<file path="src/rtl/dspi_arbiter_if.sv">
// Requester/engine bundle around the shared display_spi byte engine.
// The arbiter takes the slave view; requesters and the engine take the master view.
interface dspi_arbiter_if #(
  parameter int NUM_REQ = 2
);
  localparam int IDX_W = (NUM_REQ > 1) ? $clog2(NUM_REQ) : 1;

  logic [NUM_REQ-1:0]   req_valid;
  logic [3*NUM_REQ-1:0] req_cmd;
  logic [8*NUM_REQ-1:0] req_byte;
  logic [NUM_REQ-1:0]   req_lock;
  logic [NUM_REQ-1:0]   req_ready;
  logic                 dspi_ready;
  logic [2:0]           dspi_cmd;
  logic [7:0]           dspi_byte;
  logic                 lock_valid;
  logic [IDX_W-1:0]     lock_owner;
  logic                 err_timeout;

  modport master (
    output req_valid, req_cmd, req_byte, req_lock, dspi_ready,
    input  req_ready, dspi_cmd, dspi_byte, lock_valid, lock_owner, err_timeout
  );

  modport slave (
    input  req_valid, req_cmd, req_byte, req_lock, dspi_ready,
    output req_ready, dspi_cmd, dspi_byte, lock_valid, lock_owner, err_timeout
  );
endinterface

</file>
<file path="src/rtl/dspi_arbiter.sv">
// Round-robin arbiter sharing one display_spi byte engine between NUM_REQ requesters,
// with per-requester burst locking and a sticky timeout flag for a stuck engine.
module dspi_arbiter #(
  parameter int NUM_REQ = 2,
  parameter int TIMEOUT = 1000
) (
  input  logic           clk,
  input  logic           reset,
  dspi_arbiter_if.slave  bus
);
  localparam int         IDX_W    = (NUM_REQ > 1) ? $clog2(NUM_REQ) : 1;
  localparam int         TMO_W    = $clog2(TIMEOUT + 1);
  localparam logic [2:0] CMD_NONE = 3'd0;

  typedef enum logic [1:0] {IDLE, ISSUE, WAIT} state_t;

  state_t             state;
  logic [IDX_W-1:0]   rr_ptr;
  logic [IDX_W-1:0]   lock_owner;
  logic               lock_valid;
  logic [2:0]         dspi_cmd;
  logic [7:0]         dspi_byte;
  logic [TMO_W-1:0]   tmo_cnt;
  logic               err_timeout;

  logic               cand_found;
  logic [IDX_W-1:0]   cand_idx;
  logic [IDX_W-1:0]   scan_idx;
  logic [2:0]         cand_cmd;
  logic [7:0]         cand_byte;
  logic               cand_lock;
  logic               accept;
  logic [NUM_REQ-1:0] req_ready;

  function automatic logic [IDX_W-1:0] wrap_inc(input logic [IDX_W-1:0] idx);
    wrap_inc = (int'(idx) == NUM_REQ - 1) ? '0 : idx + IDX_W'(1);
  endfunction

  // A held lock pins the candidate to its owner; otherwise scan upward from rr_ptr.
  always_comb begin
    cand_found = 1'b0;
    cand_idx   = rr_ptr;
    scan_idx   = rr_ptr;
    if (lock_valid) begin
      cand_found = bus.req_valid[lock_owner];
      cand_idx   = lock_owner;
    end else begin
      for (int k = 0; k < NUM_REQ; k++) begin
        scan_idx = IDX_W'((int'(rr_ptr) + k) % NUM_REQ);
        if (!cand_found && bus.req_valid[scan_idx]) begin
          cand_found = 1'b1;
          cand_idx   = scan_idx;
        end
      end
    end
  end

  assign cand_cmd  = bus.req_cmd[cand_idx*3 +: 3];
  assign cand_byte = bus.req_byte[cand_idx*8 +: 8];
  assign cand_lock = bus.req_lock[cand_idx];
  assign accept    = (state == IDLE) && cand_found && bus.dspi_ready;

  always_comb begin
    req_ready           = '0;
    req_ready[cand_idx] = accept;
  end

  always_ff @(posedge clk) begin
    if (!reset) begin
      state       <= IDLE;
      dspi_cmd    <= CMD_NONE;
      dspi_byte   <= 8'd0;
      lock_valid  <= 1'b0;
      lock_owner  <= '0;
      rr_ptr      <= '0;
      tmo_cnt     <= '0;
      err_timeout <= 1'b0;
    end else begin
      case (state)
        IDLE: begin
          if (accept) begin
            rr_ptr     <= wrap_inc(cand_idx);
            lock_valid <= cand_lock;
            if (cand_lock)
              lock_owner <= cand_idx;
            // NONE is consumed but never reaches the engine.
            if (cand_cmd != CMD_NONE) begin
              dspi_cmd  <= cand_cmd;
              dspi_byte <= cand_byte;
              state     <= ISSUE;
            end
          end else if (lock_valid && !bus.req_lock[lock_owner] && !bus.req_valid[lock_owner]) begin
            lock_valid <= 1'b0;
          end
        end
        ISSUE: begin
          dspi_cmd <= CMD_NONE;
          tmo_cnt  <= '0;
          state    <= WAIT;
        end
        WAIT: begin
          if (bus.dspi_ready) begin
            state <= IDLE;
          end else if (tmo_cnt != TMO_W'(TIMEOUT)) begin
            tmo_cnt <= tmo_cnt + TMO_W'(1);
            if (tmo_cnt == TMO_W'(TIMEOUT - 1))
              err_timeout <= 1'b1;
          end
        end
        default: state <= IDLE;
      endcase
    end
  end

  assign bus.req_ready   = req_ready;
  assign bus.dspi_cmd    = dspi_cmd;
  assign bus.dspi_byte   = dspi_byte;
  assign bus.lock_valid  = lock_valid;
  assign bus.lock_owner  = lock_owner;
  assign bus.err_timeout = err_timeout;
endmodule

</file>
<file path="src/flat_wrapper.sv">
// flat-port wrapper written by rule: the top's interface ports become plain ports
module dspi_arbiter_flat 
#(
  parameter int NUM_REQ = 2,
  parameter int TIMEOUT = 1000
)
  (clk, reset, bus_req_valid, bus_req_cmd, bus_req_byte, bus_req_lock, bus_dspi_ready, bus_req_ready, bus_dspi_cmd, bus_dspi_byte, bus_lock_valid, bus_lock_owner, bus_err_timeout);
  dspi_arbiter_if #(.NUM_REQ(NUM_REQ)) bus_i ();
  input  logic clk;
  input  logic reset;
  input wire logic [$bits(bus_i.req_valid)-1:0] bus_req_valid;
  input wire logic [$bits(bus_i.req_cmd)-1:0] bus_req_cmd;
  input wire logic [$bits(bus_i.req_byte)-1:0] bus_req_byte;
  input wire logic [$bits(bus_i.req_lock)-1:0] bus_req_lock;
  input wire logic [$bits(bus_i.dspi_ready)-1:0] bus_dspi_ready;
  output wire logic [$bits(bus_i.req_ready)-1:0] bus_req_ready;
  output wire logic [$bits(bus_i.dspi_cmd)-1:0] bus_dspi_cmd;
  output wire logic [$bits(bus_i.dspi_byte)-1:0] bus_dspi_byte;
  output wire logic [$bits(bus_i.lock_valid)-1:0] bus_lock_valid;
  output wire logic [$bits(bus_i.lock_owner)-1:0] bus_lock_owner;
  output wire logic [$bits(bus_i.err_timeout)-1:0] bus_err_timeout;
  assign bus_i.req_valid = bus_req_valid;
  assign bus_i.req_cmd = bus_req_cmd;
  assign bus_i.req_byte = bus_req_byte;
  assign bus_i.req_lock = bus_req_lock;
  assign bus_i.dspi_ready = bus_dspi_ready;
  assign bus_req_ready = bus_i.req_ready;
  assign bus_dspi_cmd = bus_i.dspi_cmd;
  assign bus_dspi_byte = bus_i.dspi_byte;
  assign bus_lock_valid = bus_i.lock_valid;
  assign bus_lock_owner = bus_i.lock_owner;
  assign bus_err_timeout = bus_i.err_timeout;
  dspi_arbiter #(.NUM_REQ(NUM_REQ), .TIMEOUT(TIMEOUT)) u_core (.clk(clk), .reset(reset), .bus(bus_i));
endmodule
</file>
<file path="config.mk">
export PLATFORM = sky130hd
export DESIGN_NAME = dspi_arbiter_flat
export DESIGN_NICKNAME = d
export VERILOG_FILES = /design/src/rtl/dspi_arbiter_if.sv /design/src/rtl/dspi_arbiter.sv /design/src/flat_wrapper.sv
export SDC_FILE = /design/constraint.sdc
export NUM_CORES = 1
export LEC_CHECK = 0
export ABC_CLOCK_PERIOD_IN_PS = 2400
export CELL_PAD_IN_SITES_DETAIL_PLACEMENT = 1
export CELL_PAD_IN_SITES_GLOBAL_PLACEMENT = 1
export CORE_UTILIZATION = 34
export DETAILED_ROUTE_END_ITERATION = 8
export PLACE_DENSITY = 0.79
export SYNTH_ARGS = -nofsm -noshare
export SYNTH_HDL_FRONTEND = slang
export SYNTH_SLANG_ARGS = --single-unit
</file>
<file path="constraint.sdc">
create_clock -name clk -period 2.4 [get_ports clk]
set_input_delay 0.48 -clock clk [delete_from_list [all_inputs] [get_ports clk]]
set_output_delay 0.48 -clock clk [all_outputs]
set_load 0.02 [all_outputs]
</file>
==> results of run 1 <==
==> report_power, final <==
part / internal (mW) / total [mW] / switching, mW
Sequential: 0.473 / 0.493 / 0.0195
Clock: 0.118 / 0.273 / 0.155
Combinational: 0.179 / 0.351 / 0.173
==> layout make-up <==
type / instances / area, um^2 / share of cell area [%]
Clock buffer: 3 / 41.3 / 1.80
Sequential cell: 27 / 541 / 23.6
Inverter: 6 / 22.5 / 0.984
Clock inverter: 1 / 7.51 / 0.328
Timing Repair Buffer: 70 / 639 / 27.9
Tap cell: 52 / 65.1 / 2.84
Multi-Input combinational cell: 146 / 973 / 42.5
==> per-stage QoR <==
step           instance area (um^2)  setup WS, ns  TNS (ns)  std cells  utilization [%]
2_1_floorplan                  1590         0.312         0        190                -
3_3_place_gp                   2240        -0.340    -0.838        300             50.3
3_5_place_dp                   2240        -0.407     -1.45        300             50.3
4_1_cts                        2290        0.0194         0        305             51.5
5_1_grt                        2290       0.00541         0        305             51.5
6_report                       2290        0.0478         0        305             51.5
==> layer usage <==
layer | share of wire [%] | wire length, um
met4 | 0.72 | 35
met3 | 5.0 | 242
met5 | 0 | 0
met2 | 49 | 2380
met1 | 46 | 2220
==> synthesized netlist by cell type, drive strengths merged (2+ instances only) <==
library cell	n
o211ai	8
a211o	9
xnor2	3
ha	2
inv	6
clkbuf	4
nand3	5
a21oi	7
o22ai	3
buf	6
nor2	15
a211oi	6
mux2i	13
xor2	4
nand2b	5
nor4	2
nand2	23
dfxtp	27
nand4	4
o21ai	5
nor2b	2
a311oi	4
and2	2
nor3	9
==> cells by family after synthesis <==
logic type	count (synthesis)	synth area share (%)
and+or+nand+nor	76	23.7
AOI/OAI and AO/OA	48	23.4
DFF	27	33.9
buffers and inverters	17	5.42
muxes	13	8.16
xor gates and xnor gates	7	3.85
adders and majority gates	2	1.57
==> timing repair <==
item | 4_1_cts | 5_1_grt
resized for setup | 4 | 4
pin swaps | 0 | 0
buffers inserted | 1 | 0
hold endpoints to repair | 0 | 0
endpoints found under the setup margin | 2 | 2
hold buffers | 0 | 0
==> worst max-delay path, cell delays in order <==
cell	delay, ns
dlygate4sd2_1	0.28
nor2b_2	0.18
nor2_1	0.22
a21oi_2	0.10
buf_4	0.18
nor2_1	0.08
dlygate4sd2_1	0.34
==> registers in the layout, indices dropped and copies added (netlist names) <==
name / cells
u_core.state: 2
u_core.bus.dspi_cmd: 3
u_core.bus.lock_valid: 1
u_core.bus.dspi_byte: 8
u_core.rr_ptr: 1
u_core.bus.lock_owner: 1
u_core.bus.err_timeout: 1
u_core.tmo_cnt: 10
==> path summary, 6_finish.rpt <==
| check | from | to | slack (ns) | cells past startpoint |
|---|---|---|---|---|
| worst max-delay path | bus_req_valid[0] | bus_req_ready[1] | 0.05 | 7 |
| worst min-delay path | u_core.bus.dspi_byte[0] | u_core.bus.dspi_byte[0] | 0.47 | 2 |
| worst max register to register | u_core.bus.lock_valid | u_core.bus.dspi_byte[4] | 0.37 | 7 |
| worst min register to register | u_core.bus.dspi_byte[0] | u_core.bus.dspi_byte[0] | 0.47 | 2 |
==> metrics, run 1 <==
status=finished with violations; failing checks=DRC; Reg clk slew, reported paths=0.10 ns; worst-margin pin slew=0.728 ns; DIE HEIGHT=70.5 um; clk_skew=0.00711 ns; synthesized instance count=190; # port buffers=44; total power=1.12 mW; M3 GR Usage=3.61%; clock buffer depth=2; WHS=0.473 ns; gpl congestion=0.867; Die Span X=70.5 um; Top Ports=45; startpoint type of the worst setup path=input port; DRT Wirelength=4880 um; CTS Root Buffer Type=clkbuf_8; achievable frequency=0.425 GHz; All-Layer GR Usage=20.1%; initial core utilization=35.9%; commonest cells after routing, fill and taps aside=40 x clkdlybuf4s50_1, 27 x dfxtp_1, 25 x buf_4, 22 x nand2_1, 15 x nor2_1; Synth top area share=33.9%; Net Count, Synth=221; WP data required=1.92 ns; final setup vio count=0; nets@finish=285; Die Area=0.00497 mm^2; DRT Pass-1 Iters=6; grt met2 use=34.8%; count of cell types in the netlist=43; Core Area=0.00444 mm^2; Final period util=98.0%; CTS tree=yes; Top FF cell, synth=dfxtp_1; Sink Count=27; Lkg Pwr=0.893 nW; area grow syn2layout=43.6%; first-pass GRT wire length=8040 um; number of synthesized flops with an enable pin=0; WL/cell=16.0 um; ant diodes=0; FF+latch count, synth=27; Final min period=2.35 ns; cell taking the most area after synthesis=dfxtp_1; DR vias=1691; hpwl dp=3680 um; synth warn=0; largest net degree at the start of global routing=17; Avg Cell Area, Syn=8.39 um^2; largest cells by area after synthesis=dfxtp_1 34%, mux2i_1 8.2%, nand2_1 5.2%; crit path max fanout=10; CTS H-tree lvls=1; HP Class=reg2reg; filler instances=544; Post-route DRC=2; Num CTS Buffers=3; Rel. slew slack=51.0%; Worst Setup End Kind=primary output; RSZ-0062 raised after global routing=no; Post-synth ARST share=0%; drt initial violations=51; antenna viol nets, final=0; most common cell after layout, fill and taps aside=clkdlybuf4s50_1; vias per std cell=5.54; layout cells sized above 1=14.6%; met1 track demand over resource=25.4%; Crit Path Class=in2out; antenna violations before repair=0; Fin. Hold Viols=0; vias in the first global route=1780; grt ovf=0; clk_lat worst skew=0.28 ns; Synth Cell Area=0.00159 mm^2; cell row count=24; worst vdd ir=0.232 mV; PwrDens=488 mW/mm^2; crit path DAT=1.87 ns; MaxCap Viol Count=0; register area share after synthesis=33.9%; Slew Limit Fails=0; global routing's busiest layer=met2
Power figures use the tool's default switching activity.
==> inputs of run 2 (changes only) <==
--- a/config.mk
+++ b/config.mk
@@ -8,9 +8,10 @@
 export ABC_CLOCK_PERIOD_IN_PS = 2400
 export CELL_PAD_IN_SITES_DETAIL_PLACEMENT = 1
 export CELL_PAD_IN_SITES_GLOBAL_PLACEMENT = 1
-export CORE_UTILIZATION = 34
+export CORE_UTILIZATION = 45
 export DETAILED_ROUTE_END_ITERATION = 8
-export PLACE_DENSITY = 0.79
+export DONT_BUFFER_PORTS = 1
+export PLACE_DENSITY = 0.78
 export SYNTH_ARGS = -nofsm -noshare
 export SYNTH_HDL_FRONTEND = slang
 export SYNTH_SLANG_ARGS = --single-unit
==> run 2 against run 1 <==
The run now ends clean; critical path type is now reg2out; clock skew shrank 0.0017 ns; combinational power down 51%; sequential share of layout area increased by 9.3 points.
==> metrics, run 2 (synthesized netlist as in run 1, its figures left out) <==
status=complete, no violations (was finished with violations); vias per std cell=6.03 (was 5.54); Slew Limit Fails=0 (unchanged); filler instances=434 (was 544); Worst R2R Start=u_core.bus.lock_valid (unchanged); Post-Layout Cell Count=232 (was 305); Num CTS Buffers=3 (unchanged); most common cell after layout, fill and taps aside=dfxtp_1 (was clkdlybuf4s50_1); DRT Wirelength=3990 um (was 4880 um); nets@finish=218 (was 285); antenna viol nets, final=0 (unchanged); max reg flops=10 (unchanged); achievable frequency=0.441 GHz (was 0.425 GHz); CP delay by family, top=flip-flops (was buffers and inverters); final setup TNS=0 ns (unchanged); ant diodes=0 (unchanged); All-Layer GR Usage=23.1% (was 20.1%); Die Span X=61.5 um (was 70.5 um); hpwl dp=3170 um (was 3680 um); startpoint type of the worst setup path=register (was input port); vias in the first global route=1407 (was 1780); Placed Cells=228 (was 300); Core Area=0.00336 mm^2 (was 0.00444 mm^2); antenna violations before repair=0 (unchanged); CTS Root Buffer Type=clkbuf_4 (was clkbuf_8); flop-to-flop setup slack=0.15 ns (was 0.37 ns); crit path from=u_core.bus.lock_valid (was bus_req_valid[0]); HP Class=in2reg (was reg2reg); crit path max fanout=11 (was 10); clk_lat worst skew=0.34 ns (was 0.28 ns); Worst Setup End Kind=primary output (unchanged); Largest Register=u_core.tmo_cnt (unchanged); Die Area=0.00378 mm^2 (was 0.00497 mm^2); Final period util=94.4% (was 98.0%); DRT Pass-1 Iters=4 (was 6); final setup vio count=0 (unchanged); gpl congestion=0.872 (was 0.867); DR vias=1399 (was 1691); registers with the most flip-flops=u_core.tmo_cnt (10), u_core.bus.dspi_byte (8), u_core.bus.dspi_cmd (3) (unchanged); WL/cell=17.2 um (was 16.0 um); RR Endpoint=u_core.bus.dspi_byte[4] (unchanged); PwrDens=551 mW/mm^2 (was 488 mW/mm^2); post-layout instance area=0.00164 mm^2 (was 0.00229 mm^2); Post-route DRC=0 (was 2); Top Ports=45 (unchanged); Sink Count=27 (unchanged); worst vdd ir=0.207 mV (was 0.232 mV); CP bufs+invs=1 (was 3); Hold Path Stages=1 (was 2); Rel. slew slack=54.3% (was 51.0%); setup repair bufs after CTS=0 (was 1); hold wc startpoint=bus_req_lock[0] (was u_core.bus.dspi_byte[0]); DIE HEIGHT=61.5 um (was 70.5 um); initial core utilization=47.4% (was 35.9%); # port buffers=0 (was 44); grt ovf=0 (unchanged); CTS tree=yes (unchanged); WP data required=1.92 ns (about the same); worst-margin pin slew=0.680 ns (was 0.728 ns); critical path's largest stage delay=0.59 ns (was 0.34 ns); CTS resizes=1 (was 4); critical-path cell list=and2_1 > a21oi_1 > nor2_1 > buf_4 (was dlygate4sd2_1 > nor2b_2 > nor2_1 > a21oi_2 > buf_4 > nor2_1 > dlygate4sd2_1); Reg clk slew, reported paths=0.16 ns (was 0.10 ns); Lkg Pwr=0.595 nW (was 0.893 nW); Crit Path Class=reg2out (was in2out); # hold bufs at CTS=0 (unchanged); largest net degree at the start of global routing=25 (was 17); drt initial violations=39 (was 51); Final min period=2.27 ns (was 2.35 ns); first-pass GRT wire length=6390 um (was 8040 um); MaxCap Viol Count=0 (unchanged); worst hold endpoint=u_core.bus.lock_owner (was u_core.bus.dspi_byte[0]); area grow syn2layout=3.06% (was 43.6%); CTS H-tree lvls=1 (unchanged); critical path's slowest cell=dfxtp_1 (was dlygate4sd2_1); Cell Area, Placed=0.00161 mm^2 (was 0.00224 mm^2); clk_skew=0.00545 ns (was 0.00711 ns); crit path DAT=1.79 ns (was 1.87 ns); layout cells sized above 1=6.45% (was 14.6%); RSZ-0062 raised after global routing=no (unchanged); Fin. Hold Viols=0 (unchanged); Finished Core Util=48.8% (was 51.5%); clock buffer depth=2 (unchanged); commonest cells after routing, fill and taps aside=27 x dfxtp_1, 22 x nand2_1, 14 x nor2_1, 13 x mux2i_1 (was 40 x clkdlybuf4s50_1, 27 x dfxtp_1, 25 x buf_4, 22 x nand2_1, 15 x nor2_1); worst r2r path cells=5 (was 7); cell row count=21 (was 24)
-- run 2: changes by cell type in the layout (fill, tap and decap cells not counted), sizes merged --
cell           delta
buf              -23
clkbuf            -1
clkdlybuf4s50    -40
dlygate4sd2       -3
-- run 2: worst max path at each step --
| stage | end | slack, ns | cells past startpoint |
|---|---|---|---|
| 3_3_place_gp | u_core.bus.dspi_byte[3] | 0.27 | 5 |
| 3_5_place_dp | u_core.bus.dspi_byte[4] | 0.15 | 5 |
| 2_1_floorplan | bus_req_ready[1] | 0.31 | 6 |
| 4_1_cts | bus_req_ready[0] | 0.14 | 6 |
| 5_1_grt | bus_req_ready[1] | 0.007 | 4 |
| 6_report | bus_req_ready[1] | 0.13 | 4 |
-- run 2: stage by stage --
step | power [mW] | hold WS, ns | setup slack, ns
5_1_grt | 0.952 | 0.188 | 0.00663
6_report | 0.906 | 0.207 | 0.135
3_5_place_dp | 0.702 | 0.540 | 0.154
3_3_place_gp | 0.691 | 0.501 | 0.272
4_1_cts | 0.917 | 0.187 | 0.137
2_1_floorplan | 0.673 | 0.484 | 0.312
-- run 2: worst reg2reg max path: cells and delay by family (launching register included) --
family / cells / cell delay (ns)
AOI/OAI and AO/OA: 2 / 0.64
muxes: 1 / 0.26
DFF: 1 / 0.46
and+or+nand+nor: 2 / 0.83
-- run 2: cell type report --
class	instances	area, um^2	area share (%)
multi-input combinational	146	970	59.0
sequential	27	541	32.9
tap	46	57.6	3.50
clock buffer	3	22.5	1.37
timing repair buffer	3	22.5	1.37
inverter	6	22.5	1.37
clock inverter	1	7.51	0.457
-- run 2: report_power, final --
| part | internal (mW) | total (mW) | leakage [nW] | switching, mW |
|---|---|---|---|---|
| clock network | 0.0641 | 0.214 | 0.0139 | 0.149 |
| registers | 0.474 | 0.521 | 0.220 | 0.0468 |
| logic | 0.0700 | 0.172 | 0.362 | 0.102 |
| total | 0.608 | 0.906 | 0.595 | 0.298 |
-- run 2: metal layers --
layer  vias up  track usage [%]  routed length, um
met2        30             41.2               2130
met1       676             27.7               1650
met4         0             6.67                 56
met3         4             4.83                152
met5         -                0                  0
li1        689                -                  -
